**src/rtl/coin_collector.sv**
```systemverilog
// coin_collector: vending coin/credit FSM with vault balance, change return and owner withdrawal.
// Optional macro COIN_COUNT_EN adds a saturating 16-bit count of accepted coins.
module coin_collector (
    input  logic        clk,
    input  logic        rst_n,
    input  logic        coin_valid,
    input  logic [1:0]  coin_type,
    input  logic        buy,
    input  logic [7:0]  item_price,
    input  logic        cancel,
    input  logic        change_ack,
    input  logic        mode,
    input  logic [10:0] new_machine_money,
`ifdef COIN_COUNT_EN
    output logic [15:0] coin_count,
`endif
    output logic [10:0] machine_money,
    output logic [10:0] credit,
    output logic        dispense,
    output logic        vend_fail,
    output logic        coin_reject,
    output logic        change_valid,
    output logic [10:0] change,
    output logic        busy
);
    typedef enum logic [2:0] {IDLE, COLLECT, VEND, CHANGE, OWNER} state_t;
    state_t state;
    logic [7:0] price;
    logic [10:0] coin_val, sum, rem;
    logic [11:0] vault_sum;
    logic coin_fits, buy_ok;

    always_comb begin
        coin_val = coin_type == 2'd0 ? 11'd1 : coin_type == 2'd1 ? 11'd5 : coin_type == 2'd2 ? 11'd10 : 11'd25;
        sum = credit + coin_val;
        rem = credit - {3'd0, price};
        vault_sum = {1'b0, machine_money} + {4'd0, item_price};
        coin_fits = sum <= 11'd255;
        buy_ok = item_price != 8'd0 && credit >= {3'd0, item_price} && vault_sum <= 12'd2047;
    end

    assign busy = state != IDLE;

    always_ff @(posedge clk or negedge rst_n) begin
        if (!rst_n) begin
            state <= IDLE;
            price <= '0;
            machine_money <= '0;
            credit <= '0;
            change <= '0;
            change_valid <= 1'b0;
            dispense <= 1'b0;
            vend_fail <= 1'b0;
            coin_reject <= 1'b0;
        end else begin
            dispense <= 1'b0;
            vend_fail <= 1'b0;
            coin_reject <= 1'b0;
            case (state)
                IDLE: begin
                    vend_fail <= buy;
                    if (mode) begin
                        coin_reject <= coin_valid;
                        state <= OWNER;
                    end else if (coin_valid) begin
                        credit <= coin_val;
                        state <= COLLECT;
                    end
                end
                COLLECT: begin
                    if (cancel) begin
                        coin_reject <= coin_valid;
                        change_valid <= 1'b1;
                        change <= credit;
                        state <= CHANGE;
                    end else if (buy) begin
                        coin_reject <= coin_valid;
                        if (buy_ok) begin
                            price <= item_price;
                            dispense <= 1'b1;
                            state <= VEND;
                        end else
                            vend_fail <= 1'b1;
                    end else if (coin_valid) begin
                        if (coin_fits)
                            credit <= sum;
                        else
                            coin_reject <= 1'b1;
                    end
                end
                VEND: begin
                    coin_reject <= coin_valid;
                    credit <= rem;
                    machine_money <= machine_money + {3'd0, price};
                    if (rem != 11'd0) begin
                        change_valid <= 1'b1;
                        change <= rem;
                        state <= CHANGE;
                    end else
                        state <= IDLE;
                end
                CHANGE: begin
                    coin_reject <= coin_valid;
                    if (change_ack) begin
                        credit <= '0;
                        change <= '0;
                        change_valid <= 1'b0;
                        state <= IDLE;
                    end
                end
                OWNER: begin
                    coin_reject <= coin_valid;
                    vend_fail <= buy;
                    if (!mode) begin
                        machine_money <= new_machine_money;
                        state <= IDLE;
                    end
                end
                default: state <= IDLE;
            endcase
        end
    end

`ifdef COIN_COUNT_EN
    logic coin_ok;
    assign coin_ok = coin_valid && ((state == IDLE && !mode) || (state == COLLECT && !cancel && !buy && coin_fits));

    always_ff @(posedge clk or negedge rst_n) begin
        if (!rst_n)
            coin_count <= '0;
        else if (coin_ok && coin_count != 16'hFFFF)
            coin_count <= coin_count + 16'd1;
    end
`endif
endmodule

```
**config.mk**
```make
export PLATFORM = sky130hd
export DESIGN_NAME = coin_collector
export DESIGN_NICKNAME = d
export VERILOG_FILES = /design/src/rtl/coin_collector.sv
export SDC_FILE = /design/constraint.sdc
export NUM_CORES = 1
export LEC_CHECK = 0
export CORE_ASPECT_RATIO = 0.8
export CORE_MARGIN = 1.5
export CORE_UTILIZATION = 30
export CTS_CLUSTER_SIZE = 25
export DETAILED_ROUTE_END_ITERATION = 8
export SLEW_MARGIN = 20
export SYNTH_ARGS = -nofsm -noshare
export SYNTH_HDL_FRONTEND = slang
export SYNTH_SLANG_ARGS = --single-unit
```
**constraint.sdc**
```tcl
create_clock -name clk -period 4.3 [get_ports clk]
set_clock_uncertainty 0.05 [all_clocks]
set_input_delay 1.075 -clock clk [delete_from_list [all_inputs] [get_ports clk]]
set_output_delay 1.075 -clock clk [all_outputs]
set_load 0.02 [all_outputs]
```
# After elaboration in Yosys (flattened, before gate mapping)
# Cells that the tools add are included.
dict set report totals {
  reg_bits 48
  inputBits 28
  output_inout_bits 38
  wordCells 96
}
dict set report op_classes {
  n_addsub 4
  magnitude_cmp 3
  eq_ne 19
  mux 43
  n_bitwise 1
  n_reduce_logical 17
}
# operator n
set op_table {}
lappend op_table {{two-way mux 11 bit} 10}
lappend op_table {{one-hot mux 11 bit (4 select lines)} 1}
lappend op_table {{one-hot mux 11 bit (3 select lines)} 1}
lappend op_table {{one-hot mux 11 bit (2 select lines)} 1}
lappend op_table {{two-way mux 3 bit} 7}
lappend op_table {{!= test 2 bit, second input constant} 10}
lappend op_table {{two-way mux 1 bit} 15}
lappend op_table {{two-way mux 5 bit} 3}
lappend op_table {{one-hot mux 3 bit (5 select lines)} 1}
lappend op_table {{adder 11 x 8 -> 12 bit} 1}
lappend op_table {{less-or-equal comparator 12 x 11 -> 1 bit, second input constant} 1}
lappend op_table {{adder 11 x 5 -> 11 bit} 1}
lappend op_table {{adder 11 x 8 -> 11 bit} 1}
lappend op_table {{greater-or-equal comparator 11 x 8 -> 1 bit} 1}
lappend op_table {{less-or-equal comparator 11 x 8 -> 1 bit, second input constant} 1}
lappend op_table {{nonzero test 11 bit} 1}
lappend op_table {{subtractor 11 x 8 -> 11 bit} 1}
lappend op_table {{!= test 3 bit, second input constant} 3}
lappend op_table {{AND reduction 4 bit} 2}
lappend op_table {{AND reduction 8 bit} 1}
lappend op_table {{nonzero test 8 bit} 1}
lappend op_table {{equality test 3 x 2 -> 1 bit, second input constant} 2}
lappend op_table {{one-hot mux 1 bit (3 select lines)} 2}
lappend op_table {{nonzero test 3 bit} 2}
lappend op_table {{16 further kinds} 17}

# Logic depth before layout (Yosys ltp)
# Gate-level depths: netlist of run 1.
dict set report depth {
  word_depth 11
  mapped_depth 12
  depth_no_buf 11
}

# Worst setup path before layout of run 1
# No wires, ideal clock.
dict set report synth_timing {
  path_type {input -> register}
  from {in coin_type[0]}
  to {reg credit[6]}
  setup_ns 0.121
  arrival_ns 3.396
  required_ns 4.129
  setup_slack_ns 0.733
  path_stages 12
  n_path_buf 1
  cell_sequence {nand2b_1 -> ha_1 -> inv_1 -> fa_1 -> nor2b_1 -> o2111ai_1 -> a31oi_1 -> o2bb2ai_1 -> o21ai_0 -> clkbuf_1 -> nor2_1 -> o22a_1}
}
dict set report synth_between {
  elab_chain_len 10
  elab_cells_between_ends 15
  classes_between {1 x add/sub; 1 x order compare; 3 x eq/ne; 8 x mux; 2 x reduce/logical}
}
# item line
set synth_lines {}
lappend synth_lines {{start, declared} 7} ;# input logic [1:0] coin_type,
lappend synth_lines {{equality test 2 bit} 34} ;# coin_val = coin_type == 2'd0 ? 11'd1 : coin_type == 2'd1 ? 11'd5 : coin_type == 2'd2 ? 11'd10 : 11'd25;
lappend synth_lines {{two-way mux 5 bit (2 in series)} 34}
lappend synth_lines {{two-way mux 5 bit *} 34}
lappend synth_lines {{adder 11 x 5 -> 11 bit *} 35} ;# sum = credit + coin_val;
lappend synth_lines {{parallel branches: the longest is 5 deep, another holds less-or-equal comparator 11 x 8 -> 1 bit} --}
lappend synth_lines {{end signal, assigned} 66} ;# credit <= coin_val;
lappend synth_lines {{end signal, assigned} 86} ;# credit <= sum;
lappend synth_lines {{end signal, assigned} 93} ;# credit <= rem;
lappend synth_lines {{end, declared} 18} ;# output logic [10:0] credit,
# Every way passes the cells marked *. The select of a mux whose other input is x is not followed.
# A chain may end at the register's enable or synchronous reset.

# Worst setup path in the final report of run 1
dict set report layout_timing {
  from {in coin_type[0]}
  to {reg credit[0]}
}
dict set report layout_between {
  elab_chain_len 10
  elab_cells_between_ends 17
  classes_between {1 x add/sub; 1 x order compare; 3 x eq/ne; 10 x mux; 2 x reduce/logical}
}
# item line
set layout_lines {}
lappend layout_lines {{equality test 2 bit} 34}
lappend layout_lines {{two-way mux 5 bit (2 in series)} 34}
lappend layout_lines {{two-way mux 5 bit *} 34}
lappend layout_lines {{parallel branches: the longest is 6 deep, another holds adder 11 x 5 -> 11 bit} --}
# Marks and branches as above.

==> results of run 1 <==
==> per-stage QoR <==
| step | hold slack, ps | cell area (µm²) |
|---|---|---|
| floorplan | 462 | 4100 |
| global placement | 501 | 4960 |
| detailed placement | 511 | 4960 |
| CTS | 528 | 5160 |
| global route | 538 | 5160 |
| finish | 515 | 5160 |
==> cell families after synthesis <==
group | after synthesis | synth area share [%]
xor+xnor | 10 | 2.14
fa+ha+maj | 40 | 12.8
mux | 4 | 1.07
simple gates | 193 | 22.4
buf+inv | 56 | 5.31
flops | 48 | 29.3
compound gates | 170 | 27.1
==> state kept, by name, indices dropped and copies added, names as in the netlist <==
name           flops
change            11
change_valid       1
coin_reject        1
credit            11
dispense           1
machine_money     11
price              8
state              3
vend_fail          1
==> cell type report <==
| class | count | area, µm² | area share [%] |
|---|---|---|---|
| clock buffer | 5 | 125 | 2.42 |
| clock inverter | 3 | 68.8 | 1.33 |
| inverter | 30 | 113 | 2.18 |
| multi-input combinational | 417 | 2690 | 52.0 |
| sequential | 48 | 1200 | 23.3 |
| tap | 180 | 225 | 4.36 |
| timing repair buffer | 78 | 746 | 14.4 |
==> cells in the mapped netlist (3+ instances only) <==
library cell | n | share of area (%)
nand2_1 | 58 | 5.3
nor2_1 | 54 | 4.9
dfrtp_1 | 48 | 29
a21oi_1 | 43 | 5.2
o21ai_0 | 39 | 4.8
ha_1 | 37 | 11
inv_1 | 30 | 2.7
clkbuf_1 | 25 | 2.3
a31oi_1 | 15 | 2.3
nor3_1 | 12 | 1.5
nand3_1 | 11 | 1.3
o32ai_1 | 11 | 2.3
nor2b_1 | 9 | 1.4
and2_1 | 8 | 1.2
nand2b_1 | 8 | 1.2
a211oi_1 | 7 | 1.3
o211ai_1 | 7 | 1.3
xnor2_1 | 6 | 1.3
a21o_1 | 5 | 0.92
nand3b_1 | 5 | 0.92
nand4_1 | 5 | 0.76
a2111oi_0 | 4 | 0.85
and3_1 | 4 | 0.61
nor4_1 | 4 | 0.61
o2111ai_1 | 4 | 0.85
o21a_1 | 4 | 0.73
or3_1 | 4 | 0.61
or4_1 | 4 | 0.73
xor2_1 | 4 | 0.85
a22oi_1 | 3 | 0.55
fa_1 | 3 | 1.5
mux2_2 | 3 | 0.82
o22a_1 | 3 | 0.64
or2_2 | 3 | 0.46
==> power by group through the flow <==
stage	Sequential [mW]	Combinational, mW	Clock [mW]
CTS	0.983	3.11	0.541
detailed placement	0.989	3.10	0
global placement	0.984	3.04	0
finish	0.982	3.13	0.533
global route	1.02	3.48	0.561
floorplan	1.03	2.02	0
==> routing by layer <==
layer  global-route usage (%)  vias to the layer above
li1                         -                     2027
met1                     26.6                     2009
met2                     29.3                      141
met3                     1.98                       12
met4                     5.59                        0
met5                        0                        -
==> worst max-delay path by stage <==
stage,endpoint,depth (start not counted)
5_1_grt,credit[1]$_DFFE_PN0P_,13
2_1_floorplan,credit[6]$_DFFE_PN0P_,12
3_5_place_dp,credit[0]$_DFFE_PN0P_,13
3_3_place_gp,credit[0]$_DFFE_PN0P_,13
6_report,credit[0]$_DFFE_PN0P_,13
4_1_cts,credit[0]$_DFFE_PN0P_,13
==> results.txt, run 1 <==
reg2reg path depth - 11
Setup TNS Final - 0 ps
CTS tree - built
CTS Buffer Depth - 2
Placement Setup Slack - 158 ps
critical path launch point - coin_type[0]
Mean Syn Cell Area - 7.87 µm²
Internal - 2.32 mW
# setup viols final - 0
dpl cells - 753
top routing layer in use - met4
commonest cells after routing, fill and taps aside - 64 x clkdlybuf4s50_1, 58 x nand2_1, 54 x nor2_1
Finished Core Util - 38.4%
die footprint - 14400 µm²
DRT met1 WL - 6130 µm
# rows - 38
fin cells - 761
Fin. Hold Viols - 0
Worst-path clk slew - 70 ps
antenna fix cells - 0
Synth cell types - 59
Area Overhead vs Synth - 25.9%
initial antenna violation count - 0
DR vias - 4189
Main synth FF type - dfrtp_1
grt ovf - 0
sequential area share after synthesis - 29.3%
fmax - 0.259 GHz
status - finished, final reports clean
Post-CTS Hold Fix Bufs - 0
reg2reg start - credit[0]$_DFFE_PN0P_
later-pin clock latency in the skew report - 300 ps
total track usage - 18.6%
commonest non-fill, non-tap cell in the layout - clkdlybuf4s50_1
post-layout minimum cycle time - 3860 ps
Final period util - 89.7%
DR DRC count - 0
vias in the first global route - 4110
cell family with most CP delay - compound AO/OA/AOI/OAI gates
H-Tree Depth - 2
Worst path max stage delay - 490 ps
drt initial violations - 270
HP Start - price[0]$_DFFE_PN0P_
Sequential Power Share - 21.1%
R2R Setup Slk - 680 ps
Max-slew headroom - 52.9%
Detail Route met3 WL - 845 µm
Worst Hold End - price[0]$_DFFE_PN0P_
GP Congestion - 0.867
worst endpoint required time - 4420 ps
CP bufs+invs - 3
Crit. End Element - flop
Final Power - 4.65 mW
Psw - 2.32 mW
Final nets - 648
Clock power frac - 11.5%
Root Buffer - clkbuf_16
post-synthesis cell count - 521
met2 wire len - 5610 µm
largest net degree at the start of global routing - 44
Post-synth EDFFs - 0
Die Wd - 134 µm
syn_nets - 589
TritonCTS buffer count - 5
fill count - 1377
WL/cell - 16.7 µm
Synth Cell Area - 4100 µm²
WHS Path Cells - 1
Synth async-reset ratio - 100%
Worst Setup Slack, final - 442 ps
Net Sw Frac - 50.0%
Pre-antenna DRT Iters - 5
buffers added on ports - 65
Worst Path Max Fanout - 8
unrepaired setup endpoints after global routing - false
Die H - 108 µm
max cap viols - 0
post_cts resized - 0
Worst setup SP type - input port
post-DP HPWL - 9570 µm
remaining antenna violation count after routing - 0
Critical Path AT - 3980 ps
core region area - 13500 µm²
first-pass GRT wire length - 21300 µm
Cell Pwr Density - 900 nW/µm²
slowest stage cell, crit path - clkdlybuf4s50_1
num ports - 66
crit-path cells - clkdlybuf4s50_1, nand2b_1, ha_1, inv_1, fa_1, nor2b_1, o2111ai_1, a311oi_1, o2bb2ai_1, o21ai_0, buf_4, a2111oi_0, a21oi_1
Initial Util - 30.5%
FF+latch count, synth - 48
Synth Warn # - 0
static leakage - 2.15 nW
critical path class - in2reg
Max IR drop VDD - 288 µV
Worst-Margin Slew - 701 ps
reg-to-reg endpoint - change[7]$_DFFE_PN0P_
wirelength, routed - 12700 µm
worst hold-check path type - reg2reg
postcts setup bufs - 0
Final Max Tran Viols - 0
clock sink total - 48
via density per instance - 5.50
power share of the combinational group - 67.4%
share of cells above drive strength 1 - 6.02%
No activity file was read; power rests on OpenSTA's default activity.
==> inputs of run 2 (changes only) <==
- CORE_UTILIZATION: 30 -> 43
- PLACE_DENSITY: unset -> 0.66
==> results.txt, run 2 (synthesized netlist as in run 1, its figures left out) <==
Initial Util - 44.8% (+14 points)
grt ovf - 0 (unchanged)
share of cells above drive strength 1 - 6.01% (-0.010 points)
reg-to-reg endpoint - change[7]$_DFFE_PN0P_
status - finished, final reports clean
footprint of the multi-input gates - 2680 µm² (-0.14%)
GP Congestion - 0.917 (+5.8%)
Critical Path AT - 4060 ps (+80 ps)
TritonCTS buffer count - 5 (unchanged)
Worst Path Max Fanout - 8 (unchanged)
Cell Pwr Density - 910 nW/µm² (+1.1%)
via density per instance - 6.04 (+9.7%)
clock sink total - 48 (unchanged)
Final Max Tran Viols - 0 (unchanged)
Finished Core Util - 55.3% (+17 points)
Final nets - 649 (+0.15%)
later-pin clock latency in the skew report - 310 ps (about the same)
# setup viols final - 0 (unchanged)
Die H - 90.4 µm (-16%)
unrepaired setup endpoints after global routing - false
antenna fix cells - 0 (unchanged)
Die Wd - 112 µm (-16%)
H-Tree Depth - 2 (unchanged)
fill count - 859 (-38%)
max cap viols - 0 (unchanged)
first-pass GRT wire length - 20400 µm (-4.4%)
commonest non-fill, non-tap cell in the layout - clkdlybuf4s50_1
static leakage - 2.14 nW (-0.55%)
DR vias - 4209 (+0.48%)
post-DP HPWL - 9320 µm (-2.6%)
num ports - 66 (unchanged)
CTS tree - built
buffers added on ports - 65 (unchanged)
# rows - 31 (-18%)
R2R Setup Slk - 580 ps (-100 ps)
Worst setup SP type - input port
wirelength, routed - 12300 µm (-3.2%)
initial antenna violation count - 0 (unchanged)
drt initial violations - 330 (+22%)
Register Area - 1200 µm² (unchanged)
worst endpoint required time - 4420 ps (about the same)
Crit. End Element - flop
Largest regs - change: 11 flops, credit: 11 flops, machine_money: 11 flops
critical path launch point - coin_type[0]
CTS Buffer Depth - 2 (unchanged)
Fin. Hold Viols - 0 (unchanged)
Max-slew headroom - 56.5% (+3.6 points)
total track usage - 25.2% (+6.6 points)
core region area - 9150 µm² (-32%)
Setup TNS Final - 0 ps (unchanged)
Max IR drop VDD - 312 µV (+8.3%)
remaining antenna violation count after routing - 0 (unchanged)
Worst-Margin Slew - 652 ps (-48.9 ps)
worst hold-check path type - reg2reg
WL/cell - 17.7 µm (+5.7%)
Post-CTS Hold Fix Bufs - 0 (unchanged)
post-layout minimum cycle time - 3940 ps (+80.0 ps)
Fin Hold WS - 519 ps (+3.59 ps)
post_cts resized - 0 (unchanged)
Pre-antenna DRT Iters - 6 (+1)
DR DRC count - 0 (unchanged)
fmax - 0.254 GHz (-2.0%)
reg2reg path depth - 11 (unchanged)
vias in the first global route - 3879 (-5.6%)
largest net degree at the start of global routing - 26 (-41%)
Worst-path clk slew - 70 ps (about the same)
commonest cells after routing, fill and taps aside - 64 x clkdlybuf4s50_1, 58 x nand2_1, 54 x nor2_1
Final period util - 91.6% (+1.9 points)
Root Buffer - clkbuf_16
critical path class - in2reg
die footprint - 10100 µm² (-30%)
postcts setup bufs - 0 (unchanged)
worst setup path endpoint - credit[0]$_DFFE_PN0P_
reg2reg start - credit[0]$_DFFE_PN0P_
Area Overhead vs Synth - 23.4%
## run 2: layer usage
layer	part of all wire, %	global-route usage (%)
met1	49	37.9
met2	44	37.6
met3	5.5	3.15
met4	1.3	7.38
met5	0	0
## run 2: per-stage QoR
stage	power [mW]	setup WS (ps)	cell area (µm²)	std cells
after detailed placement	4.09	58.7	4890	689
after floorplan	3.05	733	4100	521
after global routing	5.00	104	5060	697
after CTS	4.59	368	5060	697
after global placement	4.01	190	4890	689
final	4.61	362	5060	697
## run 2: worst max-delay path: stages
cell and delay [ps]:
clkdlybuf4s50_1 490, nand2b_1 140, ha_1 190, inv_1 70, fa_1 370, nor2b_1 200
o2111ai_1 200, a311oi_1 330, o2bb2ai_1 170, o21ai_0 140, buf_4 200, a2111oi_0 380
a21oi_1 80
## run 2: report_power, final
| part | switching [mW] | total, mW | internal (mW) | leakage (nW) |
|---|---|---|---|---|
| clock network | 0.203 | 0.480 | 0.277 | 0.0804 |
| logic | 1.82 | 3.14 | 1.32 | 1.49 |
| registers | 0.318 | 0.986 | 0.668 | 0.568 |
## run 2: cell type report
class	instances	share of cell area [%]
tap	115	2.84
sequential	48	23.7
clock buffer	5	2.47
multi-input combinational	417	53.0
inverter	30	2.22
clock inverter	3	0.914
timing repair buffer	79	14.8
## run 2: how the worst min path moves through the flow
stage                                            start                            to  slack [ps]  cells after the start
final                     machine_money[5]$_DFFE_PN0P_  machine_money[5]$_DFFE_PN0P_         520                      2
after global routing              price[0]$_DFFE_PN0P_          price[0]$_DFFE_PN0P_         570                      1
after CTS                 machine_money[5]$_DFFE_PN0P_  machine_money[5]$_DFFE_PN0P_         520                      2
after detailed placement  machine_money[5]$_DFFE_PN0P_  machine_money[5]$_DFFE_PN0P_         510                      2
after global placement    machine_money[5]$_DFFE_PN0P_  machine_money[5]$_DFFE_PN0P_         500                      2
after floorplan                   price[0]$_DFFE_PN0P_          price[0]$_DFFE_PN0P_         460                      1
==> RTL change 1, RTL diff (settings of run 1) <==
The 5 states of `state_t` get a one-hot encoding in 5 bits.
--- a/src/rtl/coin_collector.sv
+++ b/src/rtl/coin_collector.sv
@@ -23,7 +23,7 @@
     output logic [10:0] change,
     output logic        busy
 );
-    typedef enum logic [2:0] {IDLE, COLLECT, VEND, CHANGE, OWNER} state_t;
+    typedef enum logic [4:0] {IDLE = 5'b00001, COLLECT = 5'b00010, VEND = 5'b00100, CHANGE = 5'b01000, OWNER = 5'b10000} state_t;
     state_t state;
     logic [7:0] price;
     logic [10:0] coin_val, sum, rem;
Function: same outputs for any inputs over 4 cycles, from zero or initial values and one cycle with rst_n low; so few cycles prove little.
==> RTL change 1 against run 1 <==
  * Worst setup slack worse by 0.052 ns
  * Sequential cell count is 2 higher
  * Area after synthesis is 5.0% lower
  * Wire length is 18% lower
  * Final area is 5.2% lower
  * Power is 38% lower
  * Global-route usage is 2.4 points lower
  * Non-clock buffer count is 7 lower
  * Largest cell class unchanged
==> RTL change 1: results <==
metrics = {
    "status": {
        "outcome": "finished, final reports clean",
    },
    "placement": {
        "pre_cts_slack_ns": 0.0489,
        "portBuffers": 65,
        "globalplace.congestion": 0.902,
        "dp.final_hpwl_mm": 8.22,
        "place_area_mm2": 0.00472,
    },
    "synthesis": {
        "most_used_flip_flop_cell_after_synthesis": "dfrtp_1",
        "synth.net_count": 503,
        "synth.top_cells.by_area": "dfrtp_1, ha_1, o21ai_0, a21oi_1, nor2_1",
        "synth.yosys.warnings": 0,
        "synthArstFlopShare_pct": 100,
        "synth.yosys.seq_area_share_pct": 32.2,
        "yosys.cell_types.count": 64,
        "synth.cells.most_frequent": "dfrtp_1, ha_1, nor2_1, nand2_1, o21ai_0",
    },
    "clock_network": {
        "insertion_delay_ns": 0.29,
        "cts-root-buf": "clkbuf_16",
        "clkTransAtPathRegs_ns": 0.07,
        "max-clock-path-buffers": 2,
        "cts-buffers-inserted": 5,
        "cts-htree-levels": 2,
    },
    "global_route": {
        "grt_start_max_net_pins": 30,
        "antenna_violations_before_repair": 0,
        "grt_pass1_wl_mm": 17.6,
        "globalRouteTotalUtil_pct": 16.2,
        "first_global_vias": 3427,
    },
    "critical_path": {
        "worst_r2r_startpoint": "credit[3]",
        "worstPathMaxFanout": 11,
        "regToRegSetupSlack_ns": 0.88,
        "worst_r2r_path_depth": 8,
        "critical_path.startpoint": "coin_type[1]",
        "r2r-end": "change[2]",
        "endpoint": "credit[6]",
        "cp_data_arrival_time_ns": 4.03,
    },
    "detailed_routing": {
        "drt_pre_antenna_iters": 4,
        "route.final.wire_length_mm": 10.5,
        "detail_route.iter0.violations": 172,
        "vias": 3476,
    },
    "timing": {
        "max_slew.worst_pin.slew_ns": 0.759,
        "postLayoutSetupSlackWorst_ns": 0.389,
    },
    "layout": {
        "largestRegisters": "change: 11 flops, credit: 11 flops, machine_money: 11 flops",
        "num_antenna_cells": 0,
        "layout-drive-gt1-share_pct": 7.27,
        "final_nets": 563,
        "fillers": 1319,
    },
    "floorplanning": {
        "design.die.area_mm2": 0.0137,
    },
    "power_and_ir_drop": {
        "leakage_nw": 2.22,
        "vdd_ir_drop_max_uv": 200,
    },
    "worst_hold_path": {
        "worst_hold_path_type": "register to register",
    },
}
RTL change 1: cell count changes in the layout (fill, tap and decap cells not counted), sizes merged, moves of 10 or more:
cell   delta
nand2    -25
nor2     -18
a21oi    -14
mux2i    +12
a31oi    -11
o32ai    -10
RTL change 1: power breakdown:
group	total, W	switching, W	internal [W]	leakage, nW
logic	0.00161	0.000862	0.000749	1.52
registers	0.000788	0.000172	0.000617	0.623
clock network	0.000467	0.000179	0.000288	0.0829
total	0.00287	0.00121	0.00165	2.22
RTL change 1: critical path, stage by stage:
cell and delay, ns:
clkdlybuf4s50_1 0.54, nand2b_1 0.12, ha_1 0.24, fa_1 0.43
a211oi_1 0.29, o21bai_1 0.17, a31o_2 0.25, a22oi_1 0.25
o21ai_2 0.18, buf_4 0.23, o21ai_0 0.15, o21ai_0 0.09
RTL change 1: per-layer routing:
layer,share of wire (%),GRT usage [%],vias to the layer above
met5,0,0,-
met4,1.0,3.14,0
met3,5.3,3.48,8
met2,43,23.4,84
met1,51,24.6,1668
li1,-,-,1716
RTL change 1: final cells by class:
cell class / count / area share, %
multi-input cells: 339 / 50.2
flip-flops and latches: 50 / 25.6
repair buffers: 71 / 14.1
well taps: 175 / 4.47
clock buffers: 6 / 2.84
inverters: 28 / 2.15
clock inverters: 1 / 0.613
RTL change 1: worst min-delay path by stage:
stage	startpoint	endpoint	slack, ns	depth (start not counted)
final	change[2]	change[2]	0.46	1
after global routing	change[2]	change[2]	0.47	1
after CTS	change[2]	change[2]	0.47	1
after detailed placement	change[2]	change[2]	0.45	1
after global placement	change[2]	change[2]	0.45	1
after floorplan	price[0]	price[0]	0.46	1
RTL change 1: logic make-up (layout without fill, tap and decap cells):
kind of cell,after synthesis,after routing,synth area share [%]
fa+ha+maj,40,40,13.4
xor+xnor,13,13,2.92
simple gates,131,131,17.2
compound gates,131,131,22.4
flops,50,50,32.2
buf+inv,46,106,4.79
mux,24,24,7.10
RTL change 1: timing repair:
action	4_1_cts	5_1_grt
endpoints found under the hold margin	0	0
hold buffers	0	0
setup endpoints to repair	0	1
resized for setup	0	1
setup buffers	0	0
RTL change 1: stage by stage:
stage,power (W),util [%],std cells
after floorplan,0.00186,-,435
after global placement,0.00237,37.0,663
after detailed placement,0.00240,37.0,663
after CTS,0.00289,38.3,670
after global routing,0.00312,38.3,670
final,0.00287,38.3,670
==> RTL change 2, RTL diff (config.mk and constraints of run 1) <==
Made on the original files. The option `COIN_COUNT_EN` is turned on by a define.
--- a/src/rtl/coin_collector.sv
+++ b/src/rtl/coin_collector.sv
@@ -1,5 +1,7 @@
 // coin_collector: vending coin/credit FSM with vault balance, change return and owner withdrawal.
 // Optional macro COIN_COUNT_EN adds a saturating 16-bit count of accepted coins.
+`define COIN_COUNT_EN
+
 module coin_collector (
     input  logic        clk,
     input  logic        rst_n,
Behaviour (old outputs only; new: coin_count): unchanged (Yosys induction, for registers that start in step).
==> RTL change 2 against run 1 <==
  * Clock power is 50% higher
  * Sequential cell count is 16 higher
  * Worst setup slack better by 0.11 ns
  * Worst hold slack worse by 0.082 ns
  * Wire length is 0.35% higher
  * Area after synthesis is 14% higher
  * Power is 0.92% higher
  * Final area is 16% higher
  * Largest cell class unchanged
==> RTL change 2: results <==
metrics = {
    "critical_path": {
        "regToRegSetupSlack_ns": 0.98,
        "cp_data_arrival_time_ns": 3.91,
        "worstPathMaxFanout": 5,
    },
    "placement": {
        "place_inst": 802,
        "pre_cts_slack_ns": 0.254,
        "place_area_mm2": 0.00569,
        "portBuffers": 81,
        "dp.final_hpwl_mm": 9.81,
    },
    "synthesis": {
        "yosys.cell_types.count": 74,
        "synth.cells.most_frequent": "dfrtp_1, nor2_1, nand2_1, ha_1, o21ai_0",
        "synth.yosys.seq_area_share_pct": 34.3,
        "synth.top_cells.by_area": "dfrtp_1, ha_1, nor2_1, nand2_1, o21ai_0",
        "synth.net_count": 590,
        "syn_avg_cell_area_um2": 8.97,
    },
    "power_and_ir_drop": {
        "leakage_nw": 2.79,
        "vdd_ir_drop_max_uv": 258,
    },
    "timing": {
        "period_needed_ns": 3.75,
        "max_slew.worst_pin.slew_ns": 0.724,
    },
    "global_route": {
        "met2_usage_pct": 26.1,
        "gr-usage-met1_pct": 21.5,
        "globalRouteTotalUtil_pct": 16.3,
        "grt_pass1_wl_mm": 20.8,
        "grt_start_max_net_pins": 49,
    },
    "clock_network": {
        "clkTransAtPathRegs_ns": 0.06,
        "insertion_delay_ns": 0.33,
        "cts-buffers-inserted": 9,
        "cts-htree-levels": 3,
    },
    "layout": {
        "final_nets": 672,
    },
    "detailed_routing": {
        "detail_route.iter0.violations": 187,
        "avgViaCountPerCell": 5.11,
        "detail_route.wl_per_cell_um": 15.6,
    },
    "status": {
        "outcome": "finished, final reports clean",
    },
}
## RTL change 2: power by group
group / switching (W) / total (W) / internal (W)
registers: 0.000278 / 0.00109 / 0.000816
clock network: 0.000276 / 0.000799 / 0.000522
logic: 0.00157 / 0.00280 / 0.00123
## RTL change 2: path summary, 6_finish.rpt
check	startpoint	end	depth (start not counted)
worst max-delay path	coin_type[1]	coin_count[1]	11
worst min-delay path	coin_count[4]	coin_count[4]	1
worst max register to register	credit[0]	change[4]	10
worst min register to register	coin_count[4]	coin_count[4]	1
max in group asynchronous	rst_n	price[0]	2
min in group asynchronous	rst_n	coin_count[10]	1
## RTL change 2: routing by layer
layer	routed length [um]	share of wire, %	vias to the layer above
met5	0	0	-
met4	223	1.7	0
met3	686	5.4	20
met2	5690	44	134
met1	6190	48	1989
li1	-	-	2037
## RTL change 2: cell type report
class,instances,area (um^2),share of cell area [%]
Clock inverter,5,80.1,1.33
Clock buffer,11,243,4.03
Inverter,36,135,2.25
Timing Repair Buffer,88,858,14.3
Sequential cell,64,1600,26.6
Tap cell,210,263,4.37
Multi-Input combinational cell,404,2840,47.1
## RTL change 2: cell families (layout without fill, tap and decap cells)
family                     after synthesis  count (layout)  synth area share, %
DFF                                     64              64                 34.3
xor gates and xnor gates                27              27                 5.06
muxes                                   26              26                 6.08
buffers and inverters                   53             140                 5.01
AOI/OAI and AO/OA                      129             129                 18.5
and+or+nand+nor                        181             181                 19.6
adders and majority gates               41              41                 11.5
## RTL change 2: stage by stage
| step | hold WS [ns] | power, W |
|---|---|---|
| final | 0.433 | 0.00469 |
| after CTS | 0.437 | 0.00472 |
| after floorplan | 0.462 | 0.00302 |
| after global placement | 0.426 | 0.00382 |
| after global routing | 0.456 | 0.00511 |
| after detailed placement | 0.429 | 0.00388 |
## RTL change 2: worst max-delay path: stages
cell and delay, ns:
clkdlybuf4s50_1 0.53, nand2b_1 0.12, ha_1 0.24, fa_1 0.42, a21oi_1 0.21, nand4b_1 0.17, a21oi_1 0.10, o21bai_1 0.23
nor2_2 0.10, nor3_1 0.33, mux2_2 0.37
